[src/rtl/load_store_unit.sv]
// Load/store unit: turns core load/store requests into single-beat bus transactions,
// handling byte/half/word lanes, misalignment rejection and bus timeouts.
module load_store_unit #(
    parameter int unsigned TIMEOUT = 16
) (
    input  logic        i_clk,
    input  logic        i_rst,
    input  logic        i_rd_en,
    input  logic        i_wr_en,
    input  logic [31:0] i_addr,
    input  logic [31:0] i_wdata,
    input  logic [2:0]  i_mem_acc_mode,
    output logic [31:0] o_rdata,
    output logic        o_stall,
    output logic        o_misalign,
    output logic        o_bus_err,
    output logic        o_bus_req,
    output logic        o_bus_we,
    output logic [31:0] o_bus_addr,
    output logic [31:0] o_bus_wdata,
    output logic [3:0]  o_bus_be,
    input  logic        i_bus_ack,
    input  logic [31:0] i_bus_rdata
);

    typedef enum logic [1:0] {
        S_IDLE = 2'd0,
        S_BUSY = 2'd1,
        S_DONE = 2'd2
    } state_t;

    localparam logic [7:0] LP_LAST = 8'(TIMEOUT - 1);

    state_t      r_state;
    logic [7:0]  r_wait_cnt;
    logic [1:0]  r_offset;
    logic [1:0]  r_size;
    logic        r_unsigned;
    logic [31:0] r_rdata;
    logic        r_bus_err;
    logic        r_bus_req;
    logic        r_bus_we;
    logic [31:0] r_bus_addr;
    logic [31:0] r_bus_wdata;
    logic [3:0]  r_bus_be;

    logic        w_req;
    logic [1:0]  w_size;
    logic        w_aligned;
    logic [3:0]  w_be;
    logic [31:0] w_wdata;

    // Size code: 0 = byte, 1 = half, 2 = word; mode[1:0]=11 behaves as word.
    function automatic logic [31:0] f_extract(input logic [31:0] word, input logic [1:0] off,
                                              input logic [1:0] size, input logic uns);
        logic [7:0]  b;
        logic [15:0] h;
        b = word[{off, 3'b000} +: 8];
        h = off[1] ? word[31:16] : word[15:0];
        case (size)
            2'd0:    return uns ? {24'd0, b} : {{24{b[7]}}, b};
            2'd1:    return uns ? {16'd0, h} : {{16{h[15]}}, h};
            default: return word;
        endcase
    endfunction

    assign w_req = i_rd_en | i_wr_en;

    // Access size decode and alignment check
    always_comb begin
        case (i_mem_acc_mode[1:0])
            2'b00:   w_size = 2'd0;
            2'b01:   w_size = 2'd1;
            default: w_size = 2'd2;
        endcase
        case (w_size)
            2'd0:    w_aligned = 1'b1;
            2'd1:    w_aligned = ~i_addr[0];
            default: w_aligned = (i_addr[1:0] == 2'b00);
        endcase
    end

    // Store lane steering: byte enables and replicated write data
    always_comb begin
        case (w_size)
            2'd0: begin
                w_be    = 4'b0001 << i_addr[1:0];
                w_wdata = {4{i_wdata[7:0]}};
            end
            2'd1: begin
                w_be    = i_addr[1] ? 4'b1100 : 4'b0011;
                w_wdata = {2{i_wdata[15:0]}};
            end
            default: begin
                w_be    = 4'b1111;
                w_wdata = i_wdata;
            end
        endcase
    end

    assign o_stall    = (r_state == S_BUSY) | ((r_state == S_IDLE) & w_req & w_aligned);
    assign o_misalign = (r_state == S_IDLE) & w_req & ~w_aligned & ~i_rst;

    // Transaction FSM with registered bus and result outputs
    always_ff @(posedge i_clk or posedge i_rst) begin
        if (i_rst) begin
            r_state     <= S_IDLE;
            r_wait_cnt  <= 8'd0;
            r_offset    <= 2'd0;
            r_size      <= 2'd0;
            r_unsigned  <= 1'b0;
            r_rdata     <= 32'd0;
            r_bus_err   <= 1'b0;
            r_bus_req   <= 1'b0;
            r_bus_we    <= 1'b0;
            r_bus_addr  <= 32'd0;
            r_bus_wdata <= 32'd0;
            r_bus_be    <= 4'd0;
        end else begin
            case (r_state)
                S_IDLE: begin
                    r_rdata   <= 32'd0;
                    r_bus_err <= 1'b0;
                    if (w_req && w_aligned) begin
                        r_state     <= S_BUSY;
                        r_wait_cnt  <= 8'd0;
                        r_bus_req   <= 1'b1;
                        r_bus_we    <= i_wr_en;
                        r_bus_addr  <= {i_addr[31:2], 2'b00};
                        r_bus_wdata <= i_wr_en ? w_wdata : 32'd0;
                        r_bus_be    <= i_wr_en ? w_be : 4'd0;
                        r_offset    <= i_addr[1:0];
                        r_size      <= w_size;
                        r_unsigned  <= i_mem_acc_mode[2];
                    end
                end
                S_BUSY: begin
                    if (i_bus_ack) begin
                        r_state   <= S_DONE;
                        r_bus_req <= 1'b0;
                        r_rdata   <= r_bus_we ? 32'd0
                                              : f_extract(i_bus_rdata, r_offset, r_size, r_unsigned);
                    end else if (r_wait_cnt == LP_LAST) begin
                        r_state   <= S_DONE;
                        r_bus_req <= 1'b0;
                        r_bus_err <= 1'b1;
                        r_rdata   <= 32'd0;
                    end else begin
                        r_wait_cnt <= r_wait_cnt + 8'd1;
                    end
                end
                S_DONE: begin
                    r_state   <= S_IDLE;
                    r_rdata   <= 32'd0;
                    r_bus_err <= 1'b0;
                end
                default: begin
                    r_state   <= S_IDLE;
                    r_bus_req <= 1'b0;
                end
            endcase
        end
    end

    assign o_rdata     = r_rdata;
    assign o_bus_err   = r_bus_err;
    assign o_bus_req   = r_bus_req;
    assign o_bus_we    = r_bus_we;
    assign o_bus_addr  = r_bus_addr;
    assign o_bus_wdata = r_bus_wdata;
    assign o_bus_be    = r_bus_be;

endmodule

[config.mk]
export PLATFORM = sky130hd
export DESIGN_NAME = load_store_unit
export DESIGN_NICKNAME = d
export VERILOG_FILES = /design/src/rtl/load_store_unit.sv
export SDC_FILE = /design/constraint.sdc
export NUM_CORES = 1
export LEC_CHECK = 0
export CAP_MARGIN = 15
export CORE_MARGIN = 2
export CORE_UTILIZATION = 44
export DETAILED_ROUTE_END_ITERATION = 10
export GPL_ROUTABILITY_DRIVEN = 0
export PLACE_DENSITY_LB_ADDON = 0.1
export RECOVER_POWER = 25
export SETUP_SLACK_MARGIN = 0.15
export SYNTH_ARGS = -nofsm -noshare
export SYNTH_HDL_FRONTEND = slang
export SYNTH_SLANG_ARGS = --single-unit
export TNS_END_PERCENT = 20
[constraint.sdc]
create_clock -name i_clk -period 5.3 [get_ports i_clk]
set_input_delay 1.06 -clock i_clk [delete_from_list [all_inputs] [get_ports i_clk]]
set_output_delay 1.06 -clock i_clk [all_outputs]
set_load 0.005 [all_outputs]
# Word level (Yosys, flattened, before mapping)
# Index checks and enable logic that the tools add are counted.
[totals] ram_bits=0 input_bits=104 wordCells=81 n_memories=0 output_inout_bits=105 rom_bits=0 reg_bits=116 latch_bits=0
[op_classes] shift=2 mux=30 reduce_logical=15 div=0 n_mul=0 n_lt_le_gt_ge=0 addsub=1 bitwise=10 n_eq_ne=11
[ops] op="$mux 32" count=6
[ops] op="$pmux 32 s2" count=3
[ops] op="$shiftx 32x6->8" count=1
[ops] op="$mux 8" count=3
[ops] op="$mux 16" count=1
[ops] op="$pmux 8 s2" count=1
[ops] op="$logic_not 2->1" count=5
[ops] op="$add 8x1->8 const B" count=1
[ops] op="$eq 2x1->1 const B" count=4
[ops] op="$eq 8x4->1 const B" count=1
[ops] op="$mux 4" count=2
[ops] op="$pmux 2 s2" count=2
[ops] op="$pmux 4 s2" count=1
[ops] op="$mux 2" count=3
[ops] op="$reduce_and 2->1" count=3
[ops] op="$reduce_and 3->1" count=2
[ops] op="$mux 1" count=5
[ops] op="$and 1x1->1" count=4
[ops] op="$ne 2x1->1 const B" count=2
[ops] op="$ne 2x2->1 const B" count=2
[ops] op="$not 1->1" count=4
[ops] op="$pmux 1 s2" count=2
[ops] op="$reduce_and 4->1" count=1
[ops] op="$reduce_bool 2->1" count=2
[ops] op="other kinds (7)" count=8

# Logic depth before layout (Yosys ltp)
[depth] word_depth=7 ltp_mapped=7 mapped_depth_nobuf=4

# Worst setup path before layout
# OpenSTA, ideal clock, no wires.
[synth_path] path_kind="input -> output" start="in i_mem_acc_mode[0]" end="out o_stall" path_buffers=3 arrival_ps=2071 stages=6 t_required_ps=4240 path_slack_ps=2169 cell_sequence="nor2_1 buf_2 o221ai_2 buf_2 buf_2 nand2_1"
[synth_via] elab_chain_len=6 word_cells_on_any_way=8 classes_between="eq/ne: 2; mux: 2; bitwise: 2; reduce/logical: 2"
[synth_rtl] element="start, declared" line="12" text="input logic [2:0] i_mem_acc_mode,"
[synth_rtl] element="$eq 2x1->1 or $logic_not 2->1 (tied branches)" line="71" text="case (i_mem_acc_mode[1:0])"
[synth_rtl] element="$pmux 2 s2 *" line="71"
[synth_rtl] element="$eq 2x1->1 or $logic_not 2->1 (tied branches)" line="76" text="case (w_size)"
[synth_rtl] element="$pmux 1 s2 *" line="76"
[synth_rtl] element="$and 1x1->1 *" line="101" text="assign o_stall = (r_state == S_BUSY) | ((r_state == S_IDLE) & w_req & w_aligned);"
[synth_rtl] element="$or 1x1->1 *" line="101"
[synth_rtl] element="end, declared" line="14" text="output logic o_stall,"
# Mark *: on every way between the ends. The rest lies on a longest branch, timed or not.

# Worst setup path after layout
# Ends and elaborated chain as after synthesis.

==> results_dict.tcl <==
set metrics [dict create \
    status "finished with violations" \
    violations "max-capacitance violations, max-slew violations" \
    synth_edf_count 0 \
    wire_per_inst_um 16.74 \
    antennaDiodeCount 0 \
    fillers 998 \
    die_w_um 115.5 \
    cts_buffers 17 \
    grt_setup_unrepaired "false" \
    holdBufCountCts 0 \
    mostFrequentLayoutCell "clkdlybuf4s50_1" \
    yosysSeqAreaShare 0.5310 \
    cp-end-kind "primary output" \
    grt.total_usage 0.2449 \
    clkLatencyLatePin_ps 410 \
    hold_class "reg2reg" \
    layout-drive-gt1-share 0.08333 \
    min_period_over_period 0.7731 \
    die_y_um 115.5 \
    area_delta_synth_final_pct 49.32 \
    start_kind "input port" \
    final_area_sq_um 8163 \
    use_met3 0.08630 \
    via_per_inst 5.236 \
    hold_viol 0 \
    fmax_ghz 0.2441 \
    nets 872 \
    yosys_most_used_dff "dfrtp_1" \
    final_cell_mix "204 x clkdlybuf4s50_1, 198 x nand2_1, 116 x dfrtp_1, 40 x o21ai_0, 27 x nand3_1" \
    synthDistinctLibCells 52 \
    setup_violations 0 \
    yosys_warnings 0 \
    min_path_cells 2 \
    grt_max_degree 90 \
    synth_compound_area_frac 0.1332 \
    synth_seq_cells 116 \
    cts.sinks 116 \
    fin_crit_ps 4097 \
    antenna_found_initial 0 \
    cts_setup_buffers 0 \
    top_level_ports 209 \
    grt_pass1_vias 4956 \
    hpwlAfterDp_mm 11.00 \
    cts_tree "yes" \
    worst_clock_skew_ps 7.806 \
    synth_top_family_by_area "simple AND/OR/NAND/NOR gates" \
    ff_latch_area_sq_um 2903 \
    maxCapViolations 1 \
    fp-row-count 40 \
    synthAdderAreaFrac 0.002289 \
    grt.met1_usage 0.3131 \
    grt_pass1_wl_mm 25.40 \
    yosys.area_share.xor_xnor 0.001602 \
    critPathRequiredTime_ps 4240 \
    dr.pass1.iters 4 \
    worst_pin_slew_ps 1901 \
    io_buffers 206 \
    core_area_sq_um 12060 \
    drt_iter0_markers 316 \
    drv_slew 37 \
    ant_nets 0 \
    max_slew_margin -0.2672 \
    initial_core_util 0.4532 \
    critical_path_class "in2out" \
    worst_r2r_path_depth 5 \
    cts.path.max_buffers 2 \
    num_vias 4964 \
    syn_inst 574 \
    cellPowerDensity_nw_per_um2 448.9 \
    async_reset_ff_frac 1.000 \
    max-vdd-ir-drop_uv 236.7 \
    grtUsageMet2 0.3848 \
    p_leak_uw 0.003690 \
    drt_wl_total_mm 15.87 \
    postSynthAreaPerCell_sq_um 9.524 \
    multi_input_comb_area_sq_um 2345 \
    worst_ep_arrival_time_ps 3040 \
    htreeDepth 4 \
    top_usage_layer "met2" \
    cts_resized 0 \
    clockRootBuffer "clkbuf_16" \
    synth_mux_area_frac 0.06867 \
    fin_setup_tns_ps 0 \
    critPathMaxFanout 11 \
    synthSimpleGateAreaFrac 0.2197 \
    synth_area_sq_um 5466 \
    die_area_sq_um 13330 \
    overflow 0 \
    cts.reportedPaths.clkPinSlew_ps 50 \
    route.detailed.drc 0 \
    dpl_cell_area_sq_um 7597 \
]
## layer usage
layer	wire, um	vias up
met5	0	-
met3	1286	30
li1	-	2367
met2	7602	194
met4	368	0
met1	6613	2373
## per-stage QoR
stage	hold slack (ps)	util	setup slack, ps	total power (uW)	instances
after CTS	467.4	0.6751	1191	3685	947
after detailed placement	455.4	0.6299	1204	2612	915
after floorplan	462.8	-	1168	1874	575
after global routing	496.2	0.6768	1100	3886	948
after global placement	452.1	0.6299	1240	2575	915
final	465.6	0.6768	1203	3664	948
## critical path: stages
cell,delay (ps)
clkdlybuf4s50_1,750
nor2_1,280
buf_4,240
o221ai_4,130
nand2_1,90
clkdlybuf4s50_1,490
## cells by family after synthesis
family	Yosys count
AOI/OAI and AO/OA	101
adders and majority gates	1
and+or+nand+nor	273
buffers and inverters	47
other	1
DFF	116
muxes	34
xor gates and xnor gates	1
## synthesized netlist by cell type, types with 7 or more instances
master     number  area share
a32o_1          8       0.015
nand2b_1        9       0.010
buf_2          13       0.012
or3_1           7      0.0080
clkbuf_1       17       0.012
mux2_2         18       0.037
o21ai_0        40       0.037
nand3_1        27       0.025
dfrtp_1       116        0.53
mux2i_1        15       0.027
a221o_1        16       0.029
nor2_1         10      0.0069
a21oi_1        10      0.0092
nand2_1       198        0.14
o2bb2ai_1       7       0.011
## final cells by class
type	instances	area share
clock buffers	21	0.05641
clock inverters	11	0.01042
inverters	6	0.002912
multi-input cells	412	0.2872
flip-flops and latches	116	0.3556
well taps	168	0.02575
repair buffers	214	0.2616
## power breakdown
group / switching, uW / leakage [uW] / internal, uW
sequential: 207 / 0.00152 / 1150
combinational: 553 / 0.00190 / 701
clock: 393 / 0.000272 / 660
## path summary, 6_finish.rpt
| kind | from | to | slack [ps] |
|---|---|---|---|
| hold / removal | o_bus_wdata[20] | o_bus_wdata[20] | 470 |
| setup / recovery | i_mem_acc_mode[0] | o_stall | 1200 |
| hold reg to reg | o_bus_wdata[20] | o_bus_wdata[20] | 470 |
| min in group asynchronous | i_rst | o_bus_wdata[29] | 1280 |
| setup reg to reg | r_state[0] | o_bus_wdata[9] | 2970 |
| max in group asynchronous | i_rst | o_rdata[24] | 1790 |
## registers in the layout, summed over array words and instances, names as in the netlist
name	count
o_bus_addr	30
o_bus_be	4
o_bus_err	1
o_bus_req	1
o_bus_wdata	32
o_bus_we	1
o_rdata	32
r_offset	2
r_size	2
r_state	2
r_unsigned	1
r_wait_cnt	8
Power figures use the tool's default switching activity.
